### src/rtl/serial_word_rx.sv
// serial_word_rx: start-bit framed serial receiver that delivers one WIDTH-bit
// word per frame through a valid/ready output register.
// Frame: start(0), WIDTH data bits, optional even-parity bit, stop(1).
// Optional feature macro: PARITY_CHECK_EN (adds the parity bit and the PARITY
// state; without it parity_err is tied low).
module serial_word_rx #(
  parameter int unsigned WIDTH     = 4,
  parameter int unsigned MSB_FIRST = 1
) (
  input  logic             clk,
  input  logic             rst,
  input  logic             serial_in,
  output logic [WIDTH-1:0] out,
  output logic             out_valid,
  input  logic             out_ready,
  output logic             frame_err,
  output logic             parity_err,
  output logic             overrun
);

  localparam int unsigned CNT_W = (WIDTH > 2) ? $clog2(WIDTH) : 1;
  localparam logic [CNT_W-1:0] LAST_BIT = CNT_W'(WIDTH - 1);

  typedef enum logic [2:0] {
    IDLE   = 3'd0,
    DATA   = 3'd1,
`ifdef PARITY_CHECK_EN
    PARITY = 3'd2,
`endif
    STOP   = 3'd3,
    BREAK  = 3'd4
  } state_t;

  state_t           state_q;
  state_t           state_d;
  logic [CNT_W-1:0] cnt_q;
  logic [CNT_W-1:0] cnt_d;
  logic [WIDTH-1:0] shreg_q;
  logic [WIDTH-1:0] shreg_d;
  logic [WIDTH-1:0] shifted_c;
  logic [WIDTH-1:0] out_d;
  logic             out_valid_d;
  logic             frame_err_d;
  logic             overrun_d;
  logic             deliver_c;
`ifdef PARITY_CHECK_EN
  logic             par_bad_q;
  logic             par_bad_d;
  logic             parity_err_d;
`endif

  // Shift register input ordering: first received bit ends up in the MSB or LSB.
  always_comb begin
    shifted_c = shreg_q;
    if (MSB_FIRST != 0) begin
      shifted_c = {shreg_q[WIDTH-2:0], serial_in};
    end else begin
      shifted_c = {serial_in, shreg_q[WIDTH-1:1]};
    end
  end

  // Next-state, datapath and registered-output decode.
  always_comb begin
    state_d     = state_q;
    cnt_d       = cnt_q;
    shreg_d     = shreg_q;
    deliver_c   = 1'b0;
    frame_err_d = 1'b0;
    overrun_d   = 1'b0;
    out_d       = out;
    out_valid_d = out_valid & ~out_ready;
`ifdef PARITY_CHECK_EN
    par_bad_d    = par_bad_q;
    parity_err_d = 1'b0;
`endif

    unique case (state_q)
      IDLE: begin
        if (!serial_in) begin
          state_d = DATA;
          cnt_d   = '0;
        end
      end

      DATA: begin
        shreg_d = shifted_c;
        if (cnt_q == LAST_BIT) begin
          cnt_d = '0;
`ifdef PARITY_CHECK_EN
          state_d = PARITY;
`else
          state_d = STOP;
`endif
        end else begin
          cnt_d = cnt_q + CNT_W'(1);
        end
      end

`ifdef PARITY_CHECK_EN
      PARITY: begin
        // Even parity: data bits XOR parity bit must be zero.
        par_bad_d = (^shreg_q) ^ serial_in;
        state_d   = STOP;
      end
`endif

      STOP: begin
        if (!serial_in) begin
          frame_err_d = 1'b1;
          state_d     = BREAK;
`ifdef PARITY_CHECK_EN
        end else if (par_bad_q) begin
          parity_err_d = 1'b1;
          state_d      = IDLE;
`endif
        end else begin
          deliver_c = 1'b1;
          state_d   = IDLE;
        end
      end

      BREAK: begin
        // Line held low: wait for it to return high before looking for a start bit.
        if (serial_in) begin
          state_d = IDLE;
        end
      end

      default: begin
        state_d = IDLE;
      end
    endcase

    // Output register: an unconsumed word is never overwritten.
    if (deliver_c) begin
      if (out_valid && !out_ready) begin
        overrun_d = 1'b1;
      end else begin
        out_d       = shreg_q;
        out_valid_d = 1'b1;
      end
    end
  end

  // State, datapath and output registers.
  always_ff @(posedge clk or negedge rst) begin
    if (!rst) begin
      state_q   <= IDLE;
      cnt_q     <= '0;
      shreg_q   <= '0;
      out       <= '0;
      out_valid <= 1'b0;
      frame_err <= 1'b0;
      overrun   <= 1'b0;
    end else begin
      state_q   <= state_d;
      cnt_q     <= cnt_d;
      shreg_q   <= shreg_d;
      out       <= out_d;
      out_valid <= out_valid_d;
      frame_err <= frame_err_d;
      overrun   <= overrun_d;
    end
  end

`ifdef PARITY_CHECK_EN
  // Parity mismatch flag and its error pulse.
  always_ff @(posedge clk or negedge rst) begin
    if (!rst) begin
      par_bad_q  <= 1'b0;
      parity_err <= 1'b0;
    end else begin
      par_bad_q  <= par_bad_d;
      parity_err <= parity_err_d;
    end
  end
`else
  assign parity_err = 1'b0;
`endif

endmodule

### config.mk
export PLATFORM = sky130hd
export DESIGN_NAME = serial_word_rx
export DESIGN_NICKNAME = d
export VERILOG_FILES = /design/src/rtl/serial_word_rx.sv
export SDC_FILE = /design/constraint.sdc
export NUM_CORES = 1
export LEC_CHECK = 0
export CAP_MARGIN = 15
export CORE_UTILIZATION = 28
export DETAILED_ROUTE_END_ITERATION = 8
export GPL_TIMING_DRIVEN = 0
export PLACE_DENSITY = 0.54
export SYNTH_ARGS = -nofsm -noshare
export SYNTH_HDL_FRONTEND = slang
export SYNTH_SLANG_ARGS = --single-unit
### constraint.sdc
create_clock -name clk -period 3.4 [get_ports clk]
set_clock_uncertainty 0.1 [all_clocks]
set_input_delay 0.68 -clock clk [delete_from_list [all_inputs] [get_ports clk]]
set_output_delay 0.68 -clock clk [all_outputs]
set_load 0.1 [all_outputs]
==> metrics <==
outcome=completed; num ports=12; Die Ht=50.6 µm; Post-Synthesis Cells=47; Critical Path AT=1770 ps; CP cell instances=clkdlybuf4s50_1; Layout Nets=67; Post-Synth Adder-Cell Area=1.89%; Final GP Congestion=0.647; GRT Total Usage=10.1%; Net Count, Synth=52; # port buffers=10; CTS Hold Buffers Added=0; EDFF count, synth=0; largest net degree at the start of global routing=17; Synth cell types=21; unrepaired setup endpoints after global routing=no; Post-CTS Setup Inserts=0; worst hold path class=reg2reg; clk root buf=clkbuf_4; mux contribution to synthesized area=15.9%; DR iter-0 viols=4; async set-reset flop share out of synthesis=100%; clk slew on worst S/H paths=90 ps; die width=50.6 µm; vias in the first global route=406; Min-Delay Startpoint=out[0]$_DFFE_PN0P_; clock tree buffer depth=2; Vias=385; DR vias/cell=4.38; worst path buffer plus inverter count=1; total congestion overflow=0; reg-to-reg setup timing slack=1950 ps; Max Fclk=393 MHz; Die ar.=2560 µm²; Setup crit start kind=flop; Initial Util=29.9%; Post-CTS Resized=0; global-route wire length before repair=1800 µm; number of remaining DRC errors=0; crit path time final=2550 ps; FILL cells=225; DRT antenna net count=0; CTS H-tree depth=1; Critical Path End Type=output pin; worst r2r src=state_q[2]$_DFFE_PN0P_; final slew viol count=0; share of the synthesized area in the top cell type=60.5%; required time of the critical path=2620 ps; worst slew pin tran=969 ps; largest fanout on the critical path=2; count leader, synth=dfrtp_1; n_diodes=0; Crit path max-delay family=buffers and inverters; YS warnings=0; hold violation count in the final report=0; core area=2210 µm²; maxcap violations=0; setup TNS=0 ps; wirelength, routed=953 µm; Simple-Gate Fraction of Synth Area=13.0%; Area contributors post-synth=dfrtp_1, mux2_4, mux2_2; Synth Area in Compound Gates=4.16%; 1st-pass router iterations=2; XOR/XNOR Fraction of Synth Area=0%; register area share after synthesis=60.5%; drt wl/cell=10.8 µm; top cells by count, synth=dfrtp_1, mux2_4, nor2_1; Hold EP=out[0]$_DFFE_PN0P_; Rel. slew slack=35.2%; CP max-delay cell=clkdlybuf4s50_1; CTS tree=done; Hold Path Depth=1; Detail Placement HPWL=692 µm; area leader, netlist=dfrtp_1; row count=17; Post-Syn Area=662 µm²; Tcrit/Tclk final=74.9%; Avg Inst Size Synth=14.1 µm²; # setup viols final=0; CTS buffer count=3; Synth Flop Type=dfrtp_1; initial antenna violation count=0; layout cells sized above 1=26.7%; worst setup path category=reg2out; # clock sinks=16; later-pin clock latency in the skew report=280 ps; slowest stage delay, CP=1130 ps; worst r2r dst=out[1]$_DFFE_PN0P_; FF+latch count, synth=16; largest family of logic cells by synthesized area=multiplexers; Area growth syn-to-layout=23.8%; R2R cell count=3
-- how the worst max path moves through the flow --
stage                        start                 end  slack, ps  cells after the start
6_report        out[0]$_DFFE_PN0P_              out[0]        850                      1
3_3_place_gp    out[3]$_DFFE_PN0P_              out[3]       1160                      1
4_1_cts         out[0]$_DFFE_PN0P_              out[0]        840                      1
5_1_grt         out[1]$_DFFE_PN0P_              out[1]        790                      1
3_5_place_dp    out[0]$_DFFE_PN0P_              out[0]       1160                      1
2_1_floorplan  out_valid$_DFF_PN0_  out[0]$_DFFE_PN0P_       1620                      3
-- per-layer routing --
layer	share of wire (%)	track usage (%)	wire (µm)
met4	1.0	4.17	10
met3	4.5	5.45	43
met1	52	12.9	499
met5	0	0	0
met2	42	14.0	399
-- registers in the layout (all words and copies together), names as in the netlist --
signal	flops
out	4
shreg_q	4
state_q	3
cnt_q	2
frame_err	1
out_valid	1
overrun	1
-- kinds of logic (layout without fill, tap and decap cells) --
logic type,count (synthesis),after routing
AOI/OAI and AO/OA,4,4
adders and majority gates,1,1
buffers and inverters,4,17
DFF,16,16
muxes,8,8
other,1,1
and+or+nand+nor,13,13
-- through the flow --
step / std cells / utilization, % / hold slack [ps] / setup slack (ps) / cell area [µm²]
final: 88 / 37.0 / 411 / 854 / 820
after global routing: 88 / 37.0 / 426 / 789 / 820
after CTS: 88 / 37.0 / 415 / 839 / 820
after detailed placement: 85 / 36.0 / 394 / 1160 / 797
after global placement: 85 / 36.0 / 373 / 1160 / 797
after floorplan: 47 / - / 284 / 1620 / 662
-- area by class of cell --
class / instances / area (µm²) / share of cell area, %
flip-flops and latches: 16 / 400 / 48.9
multi-input cells: 27 / 235 / 28.7
repair buffers: 10 / 100 / 12.2
well taps: 28 / 35.0 / 4.27
clock buffers: 3 / 22.5 / 2.75
plain buffers: 2 / 18.8 / 2.29
inverters: 2 / 7.51 / 0.916
-- layout by cell type (no fill, tap or decap), drive strengths merged --
| cell type | synthesis | routed |
|---|---|---|
| mux2 | 8 | 8 |
| conb | 1 | 1 |
| inv | 2 | 2 |
| a22o | 2 | 2 |
| clkdlybuf4s50 | 0 | 10 |
| nand3b | 1 | 1 |
| nand4b | 1 | 1 |
| nor2b | 1 | 1 |
| o21ai | 1 | 1 |
| dfrtp | 16 | 16 |
| ha | 1 | 1 |
| nand2 | 2 | 2 |
| a21oi | 1 | 1 |
| nor2 | 5 | 5 |
| and3 | 1 | 1 |
| nand2b | 1 | 1 |
| and2 | 1 | 1 |
| clkbuf | 0 | 3 |
| buf | 2 | 2 |
Power is not shown: default switching activity piles up to over one toggle a cycle in this logic, so the estimate is an artifact.
